## config.mk

```make
export PLATFORM = sky130hd
export DESIGN_NAME = fifo_line_packer_flat
export DESIGN_NICKNAME = d
export VERILOG_FILES = /design/src/rtl/fifo_pkg.sv /design/src/rtl/fifo_line_packer_if.sv /design/src/rtl/fifo_line_packer_hold_timer.sv /design/src/rtl/fifo_line_packer.sv /design/src/flat_wrapper.sv
export SDC_FILE = /design/constraint.sdc
export NUM_CORES = 1
export LEC_CHECK = 0
export ABC_AREA = 1
export BUFFER_PORTS_ARGS = -buffer_cell sky130_fd_sc_hd__buf_2
export CAP_MARGIN = 0
export CELL_PAD_IN_SITES_DETAIL_PLACEMENT = 1
export CELL_PAD_IN_SITES_GLOBAL_PLACEMENT = 2
export CORE_ASPECT_RATIO = 1.25
export CORE_MARGIN = 4
export CORE_UTILIZATION = 35
export DETAILED_ROUTE_END_ITERATION = 6
export HOLD_SLACK_MARGIN = 0.05
export PLACE_DENSITY_LB_ADDON = 0.05
export SLEW_MARGIN = 0
export SYNTH_ARGS = -nofsm -noshare
export SYNTH_HDL_FRONTEND = slang
export SYNTH_SLANG_ARGS = --single-unit
```

## constraint.sdc

```tcl
create_clock -name clk -period 3.23 [get_ports clk]
set_clock_uncertainty 0.1 [all_clocks]
set_input_delay 0.323 -clock clk [delete_from_list [all_inputs] [get_ports clk]]
set_output_delay 0.323 -clock clk [all_outputs]
set_load 0.02 [all_outputs]
```

## src/rtl/fifo_pkg.sv

```systemverilog
// Shared definitions for the 4-wide superscalar FIFO and its line packer.
//   SLOTS        - elements per FIFO line
//   slot_cnt_t   - element count within a line (0..SLOTS)
//   DEFAULT_LINE - default element width, shared with the FIFO
package fifo_pkg;

    localparam int SLOTS        = 4;
    localparam int DEFAULT_LINE = 18;

    typedef logic [2:0] slot_cnt_t;

endpackage

```

## src/rtl/fifo_line_packer_if.sv

```systemverilog
// Stream-in / line-out bundle of the line packer.
//   in_valid/in_dat/in_ready - single-element producer handshake
//   flush                    - request early write of a partial line
//   full_soon                - FIFO backpressure
//   we/we_count/dat_w_1..4   - one-cycle line write towards the FIFO
//   idle                     - packer holds nothing and is not writing
// master: the environment (producer + FIFO); slave: the packer.
interface fifo_line_packer_if #(
    parameter int LINE = fifo_pkg::DEFAULT_LINE
);
    logic            in_valid;
    logic [LINE-1:0] in_dat;
    logic            in_ready;
    logic            flush;
    logic            full_soon;
    logic            we;
    logic [1:0]      we_count;
    logic [LINE-1:0] dat_w_1;
    logic [LINE-1:0] dat_w_2;
    logic [LINE-1:0] dat_w_3;
    logic [LINE-1:0] dat_w_4;
    logic            idle;

    modport master (
        output in_valid, in_dat, flush, full_soon,
        input  in_ready, we, we_count, dat_w_1, dat_w_2, dat_w_3, dat_w_4, idle
    );

    modport slave (
        input  in_valid, in_dat, flush, full_soon,
        output in_ready, we, we_count, dat_w_1, dat_w_2, dat_w_3, dat_w_4, idle
    );
endinterface

```

## src/rtl/fifo_line_packer_hold_timer.sv

```systemverilog
// hold_timer: saturating age counter for the oldest held element.
//   clk, reset - clock, synchronous active-high reset
//   clr        - restart the count at 0 (has priority over en)
//   en         - advance the count by one, saturating at TIMEOUT
//   timed_out  - count has reached TIMEOUT; constant 0 when TIMEOUT == 0
module hold_timer #(
    parameter int TIMEOUT = 16
) (
    input  logic clk,
    input  logic reset,
    input  logic clr,
    input  logic en,
    output logic timed_out
);
    localparam int AW = (TIMEOUT == 0) ? 1 : $clog2(TIMEOUT + 1);
    localparam logic [AW-1:0] AGE_MAX = AW'(TIMEOUT);

    logic [AW-1:0] age_q, age_d;

    always_comb begin
        age_d = age_q;
        if (clr) begin
            age_d = '0;
        end else if (en && (age_q != AGE_MAX)) begin
            age_d = age_q + 1'b1;
        end
    end

    always_ff @(posedge clk) begin
        if (reset) begin
            age_q <= '0;
        end else begin
            age_q <= age_d;
        end
    end

    // With TIMEOUT == 0 the counter is pinned at 0 and the compare is masked.
    assign timed_out = (TIMEOUT != 0) && (age_q >= AGE_MAX);
endmodule

```

## src/rtl/fifo_line_packer.sv

```systemverilog
// fifo_line_packer: packs a single-element valid/ready stream into lines of
// up to SLOTS elements and writes each line to the superscalar FIFO with one
// we pulse. Partial lines leave early on flush or when the oldest element has
// waited TIMEOUT cycles. Nothing is written while full_soon is high.
//   clk, reset - clock, synchronous active-high reset
//   bus        - fifo_line_packer_if slave (stream in, line write out, idle)
module fifo_line_packer
    import fifo_pkg::*;
#(
    parameter int LINE    = DEFAULT_LINE,
    parameter int TIMEOUT = 16
) (
    input  logic                clk,
    input  logic                reset,
    fifo_line_packer_if.slave   bus
);
    localparam slot_cnt_t FULL_CNT = slot_cnt_t'(SLOTS);

    logic [LINE-1:0] acc_q   [SLOTS];
    logic [LINE-1:0] acc_d   [SLOTS];
    logic [LINE-1:0] dat_w_q [SLOTS];
    logic [LINE-1:0] dat_w_d [SLOTS];
    slot_cnt_t       acc_cnt_q, acc_cnt_d;
    logic            flush_pend_q, flush_pend_d;
    logic            we_q, we_d;
    logic [1:0]      we_count_q, we_count_d;

    logic            in_ready;
    logic            accept;
    logic            timed_out;
    logic            line_ready;
    logic            emit;
    logic [1:0]      wr_idx;

    // A full line stalls input only while the FIFO cannot take it; otherwise
    // the line leaves and the new element enters slot 0 on the same edge.
    assign in_ready   = (acc_cnt_q != FULL_CNT) | ~bus.full_soon;
    assign accept     = bus.in_valid & in_ready;
    assign line_ready = (acc_cnt_q == FULL_CNT) |
                        ((acc_cnt_q != '0) & (flush_pend_q | timed_out));
    assign emit       = line_ready & ~bus.full_soon;
    // Accept is impossible with acc_cnt_q == SLOTS and no emit, so 2 bits index.
    assign wr_idx     = emit ? 2'd0 : acc_cnt_q[1:0];

    hold_timer #(
        .TIMEOUT (TIMEOUT)
    ) u_hold_timer (
        .clk       (clk),
        .reset     (reset),
        .clr       (emit | (accept & (acc_cnt_q == '0))),
        .en        (acc_cnt_q != '0),
        .timed_out (timed_out)
    );

    always_comb begin
        // NOTE: every signal gets a default first so no path leaves one
        // unassigned, which would infer a latch.
        acc_d      = acc_q;
        dat_w_d    = dat_w_q;
        we_count_d = we_count_q;
        we_d       = 1'b0;

        if (accept) begin
            acc_d[wr_idx] = bus.in_dat;
        end

        if (emit) begin
            we_d       = 1'b1;
            we_count_d = 2'(acc_cnt_q - 3'd1);
            for (int i = 0; i < SLOTS; i++) begin
                dat_w_d[i] = (slot_cnt_t'(i) < acc_cnt_q) ? acc_q[i] : '0;
            end
        end

        if (emit) begin
            acc_cnt_d = accept ? 3'd1 : 3'd0;
        end else begin
            acc_cnt_d = acc_cnt_q + (accept ? 3'd1 : 3'd0);
        end

        // A flush is satisfied by a line leaving on the same edge; one that
        // finds nothing held is dropped.
        flush_pend_d = ~emit & (flush_pend_q | bus.flush) & (acc_cnt_d != '0);
    end

    // NOTE: sequential state uses non-blocking assignments so every flop
    // samples the pre-edge values regardless of statement order.
    always_ff @(posedge clk) begin
        if (reset) begin
            acc_cnt_q    <= '0;
            flush_pend_q <= 1'b0;
            we_q         <= 1'b0;
            we_count_q   <= '0;
            for (int i = 0; i < SLOTS; i++) begin
                dat_w_q[i] <= '0;
            end
        end else begin
            acc_cnt_q    <= acc_cnt_d;
            flush_pend_q <= flush_pend_d;
            we_q         <= we_d;
            we_count_q   <= we_count_d;
            dat_w_q      <= dat_w_d;
        end
    end

    // NOTE: the accumulator is deliberately not reset; slots at or beyond
    // acc_cnt_q are never observed because the output load masks them to 0.
    always_ff @(posedge clk) begin
        acc_q <= acc_d;
    end

    assign bus.in_ready = in_ready;
    assign bus.we       = we_q;
    assign bus.we_count = we_count_q;
    assign bus.dat_w_1  = dat_w_q[0];
    assign bus.dat_w_2  = dat_w_q[1];
    assign bus.dat_w_3  = dat_w_q[2];
    assign bus.dat_w_4  = dat_w_q[3];
    assign bus.idle     = (acc_cnt_q == '0) & ~we_q;
endmodule

```

## src/flat_wrapper.sv

```systemverilog
// flat-port wrapper written by rule: the top's interface ports become plain ports
module fifo_line_packer_flat import fifo_pkg::*;
#(
    parameter int LINE    = DEFAULT_LINE,
    parameter int TIMEOUT = 16
)
  (clk, reset, bus_in_valid, bus_in_dat, bus_flush, bus_full_soon, bus_in_ready, bus_we, bus_we_count, bus_dat_w_1, bus_dat_w_2, bus_dat_w_3, bus_dat_w_4, bus_idle);
  fifo_line_packer_if #(.LINE(LINE)) bus_i ();
  input  logic clk;
  input  logic reset;
  input wire logic [$bits(bus_i.in_valid)-1:0] bus_in_valid;
  input wire logic [$bits(bus_i.in_dat)-1:0] bus_in_dat;
  input wire logic [$bits(bus_i.flush)-1:0] bus_flush;
  input wire logic [$bits(bus_i.full_soon)-1:0] bus_full_soon;
  output wire logic [$bits(bus_i.in_ready)-1:0] bus_in_ready;
  output wire logic [$bits(bus_i.we)-1:0] bus_we;
  output wire logic [$bits(bus_i.we_count)-1:0] bus_we_count;
  output wire logic [$bits(bus_i.dat_w_1)-1:0] bus_dat_w_1;
  output wire logic [$bits(bus_i.dat_w_2)-1:0] bus_dat_w_2;
  output wire logic [$bits(bus_i.dat_w_3)-1:0] bus_dat_w_3;
  output wire logic [$bits(bus_i.dat_w_4)-1:0] bus_dat_w_4;
  output wire logic [$bits(bus_i.idle)-1:0] bus_idle;
  assign bus_i.in_valid = bus_in_valid;
  assign bus_i.in_dat = bus_in_dat;
  assign bus_i.flush = bus_flush;
  assign bus_i.full_soon = bus_full_soon;
  assign bus_in_ready = bus_i.in_ready;
  assign bus_we = bus_i.we;
  assign bus_we_count = bus_i.we_count;
  assign bus_dat_w_1 = bus_i.dat_w_1;
  assign bus_dat_w_2 = bus_i.dat_w_2;
  assign bus_dat_w_3 = bus_i.dat_w_3;
  assign bus_dat_w_4 = bus_i.dat_w_4;
  assign bus_idle = bus_i.idle;
  fifo_line_packer #(.LINE(LINE), .TIMEOUT(TIMEOUT)) u_core (.clk(clk), .reset(reset), .bus(bus_i));
endmodule
```

Word-level counts from Yosys, hierarchy flattened --
Index checks and enable logic that the tools add are counted.
Storage, ports and cells: input port bits 23, output and inout bits 77, bits in registers 156
Operators by class: magnitude comparators 7, reductions and logical operators 6, equality and inequality tests 3, $add $sub $neg 3, bitwise logic cells 16, mux-type cells 11
Operator list (number):
- 18-bit two-way mux | 5
- 72-bit bitwise mux | 1
- 18-bit demux with 2-bit select | 1
- 1-bit AND | 7
- 1-bit by 3-bit < comparator with 1-bit output, first input constant | 2
- 2-bit by 3-bit < comparator with 1-bit output, first input constant | 2
- 3-bit nonzero test | 2
- 5-bit by 1-bit adder with 5-bit output, second input constant | 1
- 5-bit >= comparator, second input constant | 1
- 5-bit != test, second input constant | 1
- 1-bit OR | 5
- 3-bit by 1-bit adder with 3-bit output | 1
- 3-bit == test, second input constant | 1
- 3-bit >= comparator, second input constant | 1
- 3-bit zero test | 1
- 3-bit by 1-bit < comparator with 1-bit output, second input constant | 1
- 3-bit two-way mux | 1
- 3-bit != test, second input constant | 1
- 1-bit NOT | 3
- 2-bit NOT with 3-bit output | 1
- 1-bit logical AND | 2
- 1-bit two-way mux | 2
- 2-bit two-way mux | 1
- 2-bit OR reduction | 1
- 2-bit by 1-bit subtractor with 2-bit output, second input constant | 1

Depth between registers and ports, before layout --
Gate-level depths: netlist of run 1.
depth in word-level cells 12, mapped depth 11, gate-level depth less buffers 11

Hierarchy --
From an unflattened synthesis of run 1, not the netlist that was laid out.
Second synthesis, totals: cell total of the unflattened synthesis 480, area total of the unflattened synthesis 5336.4 sq um
By module, submodules not included:
- fifo_line_packer | seq. area each 3743.6 sq um, instances 1, area each 5071.1 sq um, cells each 439
- hold_timer | seq. area each 100.1 sq um, instances 1, area each 265.3 sq um, cells each 41

Worst setup path after synthesis of run 1 --
OpenSTA, ideal clock, no wires.
path type reg-to-reg, start point register u_core.acc_cnt_q[0], end point register u_core.acc_q[0] in the netlist's numbering (enable), slack 0.721 ns, setup time 0.392 ns, path buffers 0, period minus slack after synthesis 2.509 ns, data arrival time 2.016 ns, required time 2.738 ns, stages on the path, launching flop included 8, path through dfxtp_1 -> inv_1 -> ha_1 -> nand3_1 -> nand2_1 -> inv_1 -> nand3_1 -> nor2_1
On the way: word-level cells in the longest chain between the ends 3
RTL lines:
- start, declared | line fifo_line_packer.sv:23 | slot_cnt_t acc_cnt_q, acc_cnt_d;
- start signal, assigned | line fifo_line_packer.sv:98 | acc_cnt_q <= acc_cnt_d;
- 3-bit != test | line fifo_line_packer.sv:37 | assign in_ready = (acc_cnt_q != FULL_CNT) | ~bus.full_soon;
- 1-bit OR | line fifo_line_packer.sv:37
- net bus_in_ready | line flat_wrapper.sv:15 | output wire logic [$bits(bus_i.in_ready)-1:0] bus_in_ready;
- 1-bit AND | line fifo_line_packer.sv:38 | assign accept = bus.in_valid & in_ready;
- end signal, assigned | line fifo_line_packer.sv:109 | acc_q <= acc_d;
- end, declared | line fifo_line_packer.sv:19 | logic [LINE-1:0] acc_q [SLOTS];
The timed path passes the listed nets, and every way through them passes these cells. A chain may end at the register's enable or synchronous reset.

Worst setup path after layout of run 1 --
start point register u_core.acc_cnt_q[0], end point register u_core.dat_w_q (netlist bit u_core.bus.dat_w_4[17])
On the way: word-level cells in the longest chain between the ends 4, elaborated cells between the ends (all ways) 7
RTL lines:
- 3-bit nonzero test | line fifo_line_packer.sv:40 | ((acc_cnt_q != '0) & (flush_pend_q | timed_out));
- 1-bit AND | line fifo_line_packer.sv:40
- 1-bit OR | line fifo_line_packer.sv:39 | assign line_ready = (acc_cnt_q == FULL_CNT) |
- 1-bit AND | line fifo_line_packer.sv:41 | assign emit = line_ready & ~bus.full_soon;
- end signal, assigned | line fifo_line_packer.sv:102 | dat_w_q <= dat_w_d;
- end, declared | line fifo_line_packer.sv:21 | logic [LINE-1:0] dat_w_q [SLOTS];
Parallel ways exist; a longest one is shown, timed or not.

==> metrics.txt, run 1 <==
Fmax just over 400 MHz; share of layout cells above drive strength 1 about 24%; Worst R2R End u_core.bus.dat_w_4[17]$_SDFFE_PP0P_; DRT Pass-1 Iters 4; core area 0.0150 mm2; Wirelength per Cell ~17 um; Row Count 50; most common cell after layout, fill and taps aside nand2_1; Post-Synth Simple-Gate Area 20.9%; Final Non-Filler Cells between 700 and 800; Netlist cell types 22; CTS tree built; post-synth top area share 40.6%; via count of the first global-routing pass between 3,000 and 4,000; Placer Congestion approximately 0.75; Die Y ~150 um; hold path start bus_in_dat[15]; Port Buffers 99; grt total ovfl 0; Max IR drop VDD approximately 340 uV; H-Tree Depth 4; GRT Max-Usage Layer met2; status finished, final reports clean; CTS buffer count 17; Crit Path Class register to register; antenna-violating nets left 0; min cycle time layout 2.42 ns; Initial Util 35.7%; power per cell area 690 mW/mm2; Reg-to-Reg Start u_core.acc_cnt_q[0]$_SDFF_PP0_; hpwl dp 9420 um; largest net degree at the start of global routing 35; CP required ~3.5 ns; Max Cap Viol 0; cell taking the most area after synthesis edfxtp_1; Ports 100; routed vias/inst 4.71; grt met1 use between 10% and 20%; CP endpoint kind register; worst slew pin tran 0.933 ns; first-pass GRT wire length 22,100 um; routed via count 3,720; CTS clk-pin slew, worst paths 0.06 ns; met3 Track Usage GR between 3 and 4%; Hold Vio Cnt, Final 0; initial antenna violation count 0; compound-cell area share of the yosys netlist under 10%; layout filler cell count 1,669; sequential element share of the synthesized area between 70% and 80%; DR iter-0 viols 210; Slew HR 37.8%; total negative slack 0 ns; Mapped Nets just over 500; Worst-Skew Late Latency 0.42 ns; most frequent cells in the layout nand2_1, buf_2, dfxtp_1; DRT Wirelength between 10,000 and 15,000 um; worst-path fanout max 34; static leakage approximately 3 nW; RSZ-0062 raised after global routing false; Critical Path Start Type register; Critical Path Start u_core.acc_cnt_q[0]$_SDFF_PP0_; DRC Markers 0; period utilisation layout between 70% and 80%; syn_area_per_cell around 11 um2; Yosys reg bits ~160; largest family of logic cells by synthesized area simple AND/OR/NAND/NOR gates; met2 Usage GRT between 30% and 40%; Area growth syn-to-layout 25.5%; Placed Cells roughly 750; Root Driver clkbuf_16; Clock Path Buffers 2; YS warnings 0; Setup Viol. Count Final 0; Hold WC Path Type input port to register; post-synthesis xor/xnor area fraction 0.329%; Syn Inst Count about 480; top cells by area, synth edfxtp_1, dfxtp_1, nand2_1; CP arrival roughly 2.7 ns; Layout Nets slightly above 600; Die Width 118 um; Slew Limit Fails 0; Die Area 0.0173 mm2; Ant. Diodes 0; Reg2Reg Setup Slack between 0.8 and 0.9 ns; Reg2Reg Depth 10; overall routing resource usage 16.6%; CTS Sinks between 150 and 200; post-synthesis mux area share 0%; Hold Path Cell Cnt 1; Post-Synth Adder-Cell Area under 10%; Cell Area, Synth about 0.0053 mm2; Hold Crit Endpoint u_core.acc_q[51]$_DFFE_PP_
-- cells by family after synthesis --
group	after synthesis
compound gates	12
xor+xnor	2
fa+ha+maj	5
buf+inv	40
flops	156
simple gates	267
-- registers in the layout (all words and copies together) (netlist names) --
| register | cells |
|---|---|
| u_core.bus.dat_w_1 | 18 |
| u_core.bus.dat_w_2 | 18 |
| u_core.bus.we | 1 |
| u_core.acc_cnt_q | 3 |
| u_core.bus.dat_w_3 | 18 |
| u_core.u_hold_timer.age_q | 5 |
| u_core.bus.we_count | 2 |
| u_core.acc_q | 72 |
| u_core.flush_pend_q | 1 |
| u_core.bus.dat_w_4 | 18 |
-- cells in the mapped netlist (all sizes together) --
cell type	count
nor2	14
inv	18
a21oi	7
clkbuf	4
xor2	1
o21ai	5
dfxtp	84
nand3	80
ha	5
edfxtp	72
xnor2	1
clkinv	1
buf	17
or2	1
nand2	172
-- through the flow --
stage,power (mW),hold WS (ns),util (%),cell area [um2],worst slack [ns]
after global placement,2.63,0.332,40.3,6030,0.956
after detailed placement,2.64,0.336,40.3,6030,0.785
after floorplan,2.48,0.295,-,5330,0.721
after CTS,4.69,0.0563,44.8,6690,0.780
final,4.62,0.0672,44.8,6690,0.813
after global routing,4.82,0.0600,44.8,6690,0.582
-- worst max-delay path, stage by stage, from the launching register on --
cell     delay, ns
dfxtp_1       0.42
inv_1         0.14
ha_1          0.28
inv_1         0.10
nand2_1       0.10
nand2_4       0.14
nand2_1       0.11
inv_2         0.54
buf_4         0.29
nand2_1       0.07
nand2_1       0.06
-- final cells by class --
class / instances / area, um2 / share of cell area, %
flip-flops and latches: 156 / 3840 / 57.4
well taps: 182 / 228 / 3.40
clock inverters: 13 / 148 / 2.21
inverters: 19 / 71.3 / 1.07
multi-input cells: 286 / 1280 / 19.1
repair buffers: 115 / 668 / 9.99
clock buffers: 19 / 453 / 6.77
-- report_power, final --
part / internal [mW] / switching (mW)
clock: 1.24 / 0.777
sequential: 2.17 / 0.0359
combinational: 0.102 / 0.290
-- routing by layer --
metal	routed length, um	vias to the layer above
met4	158	0
met3	574	15
met5	0	-
met1	5420	1801
li1	-	1827
met2	7620	77
-- worst max path at each step --
stage	endpoint	slack, ns	depth (start not counted)
floorplan	u_core.acc_q[0]$_DFFE_PP_	0.72	7
global placement	u_core.bus.dat_w_3[10]$_SDFFE_PP0P_	0.96	10
detailed placement	u_core.bus.dat_w_4[17]$_SDFFE_PP0P_	0.79	10
CTS	u_core.bus.dat_w_4[17]$_SDFFE_PP0P_	0.78	10
global route	u_core.bus.dat_w_3[12]$_SDFFE_PP0P_	0.58	10
finish	u_core.bus.dat_w_4[17]$_SDFFE_PP0P_	0.81	10
-- what timing repair did --
item                      4_1_cts  5_1_grt
hold buffers                    6        0
hold endpoints to repair       21        0
setup buffers                   0        0
gates resized for setup         0        0
Note: power is estimated with default switching activity, not from simulation.
==> run 2, diff against run 1 <==
==> constraint.sdc (replaced) <==
create_clock -name clk -period 2.51 [get_ports clk]
set_clock_uncertainty 0.1 [all_clocks]
set_input_delay 0.251 -clock clk [delete_from_list [all_inputs] [get_ports clk]]
set_output_delay 0.251 -clock clk [all_outputs]
set_load 0.02 [all_outputs]
==> run 2 against run 1 <==
  * Worst setup slack lost 0.45 ns
  * Sequential share of layout area down 0.84 points
  * Flip-flop and latch count unchanged
  * Die area did not move
  * Global-route usage rose by 0.52 points
  * Non-clock buffer count up 14
  * Worst hold slack better by 0.085 ns
  * Clock-buffer cell count up 3
  * Final cell count rose by 1.6%
==> metrics.txt, run 2 (synthesis gave the netlist of run 1 again) <==
largest net degree at the start of global routing 44; Ant. Diodes 0; status finished, final reports clean; Row Count 50; Largest Register u_core.acc_q; Critical Path Start Type register; Max Cap Viol 0; routed via count 3,823; routed vias/inst roughly 4.8; Die Area around 0.017 mm2; DRT Pass-1 Iters 4; CP endpoint kind register; CP arrival ~2.4 ns; power per cell area around 870 mW/mm2; Area growth syn-to-layout 27.4%; Port Buffers 99; DRT Wirelength 14,000 um; RSZ-0062 raised after global routing false; share of layout cells above drive strength 1 around a quarter; CTS Sinks around 160; Layout Nets 637; Slew Limit Fails 0; most frequent cells in the layout nand2_1, buf_2, dfxtp_1; Fmax between 400 and 500 MHz; Setup Viol. Count Final 0; Ports 100; core area about 0.015 mm2; Max IR drop VDD roughly 380 uV; static leakage 3.12 nW; DR iter-0 viols 171; CTS clk-pin slew, worst paths around 0.06 ns; Crit Path Class register to register; initial antenna violation count 0; DRC Markers 0; Hold WC Path Type input port to register; min cycle time layout approximately 2.1 ns; grt total ovfl 0; H-Tree Depth 4; overall routing resource usage between 15 and 20%; first-pass GRT wire length about 23,000 um; Die Width 118 um; Clock Path Buffers 2; CTS tree built; post-CTS sizing 0; period utilisation layout between 80% and 90%; antenna-violating nets left 0; CTS buffer count 17; Wirelength per Cell between 15 and 20 um; Root Driver clkbuf_16; Hold Vio Cnt, Final 0; max FFs per register between 70 and 80; total negative slack 0 ns; Initial Util a little over a third; via count of the first global-routing pass ~4,100; worst-path fanout max 40; hpwl dp between 9000 and 10,000 um; Slew HR 48.1%; Placer Congestion 0.736; Die Y about 150 um; CP required 2.77 ns; worst slew pin tran 0.776 ns; most common cell after layout, fill and taps aside nand2_1; Worst-Skew Late Latency approximately 0.42 ns; Finished Core Util approximately 45%
[run 2: worst max-delay path, stage by stage, from the launching register on]
cell and delay, ns:
dfxtp_1 0.42, inv_1 0.14, ha_1 0.28, inv_1 0.09, nand2_1 0.10, nand2_4 0.14
nand2_1 0.12, inv_2 0.10, buf_4 0.38, nand2_1 0.12, nand2_1 0.09
[run 2: stage by stage]
stage	hold WS [ns]	cells	cell area, um2	worst slack [ns]	power [mW]
2_1_floorplan	0.223	482	5330	0.00114	3.19
3_3_place_gp	0.334	753	6030	0.453	3.39
3_5_place_dp	0.337	753	6030	0.366	3.41
4_1_cts	0.134	803	6790	0.299	5.97
5_1_grt	0.187	803	6790	0.147	6.15
6_report	0.153	803	6790	0.361	5.88
[run 2: repair_timing]
item / 4_1_cts / 5_1_grt
hold buffers: 19 / 0
hold endpoints to repair: 73 / 0
setup endpoints to repair: 0 / 0
buffers inserted: 0 / 0
[run 2: cell type report]
class,instances,area (um2)
tap,182,228
timing repair buffer,129,793
clock inverter,9,120
multi-input combinational,286,1280
clock buffer,22,454
sequential,156,3840
fill,1661,8160
inverter,19,71.3
[run 2: routing by layer]
layer	GRT usage [%]	vias to the layer above	wire (um)
met5	0	-	0
li1	-	1848	-
met4	5.74	0	193
met3	4.47	16	516
met2	30.9	78	7410
met1	19.5	1881	5920
[run 2: final timing paths]
path	from	to	slack, ns	cells after the start
hold / removal	bus_flush	u_core.flush_pend_q$_SDFF_PP0_	0.15	4
setup / recovery	u_core.acc_cnt_q[0]$_SDFF_PP0_	u_core.bus.dat_w_2[6]$_SDFFE_PP0P_	0.36	10
hold reg to reg	u_core.bus.dat_w_4[9]$_SDFFE_PP0P_	u_core.bus.dat_w_4[9]$_SDFFE_PP0P_	0.35	2
setup reg to reg	u_core.acc_cnt_q[0]$_SDFF_PP0_	u_core.bus.dat_w_2[6]$_SDFFE_PP0P_	0.36	10
[run 2: power by group]
part	switching (mW)	internal (mW)
combinational	0.379	0.143
clock	0.950	1.57
sequential	0.0456	2.79
total	1.37	4.50
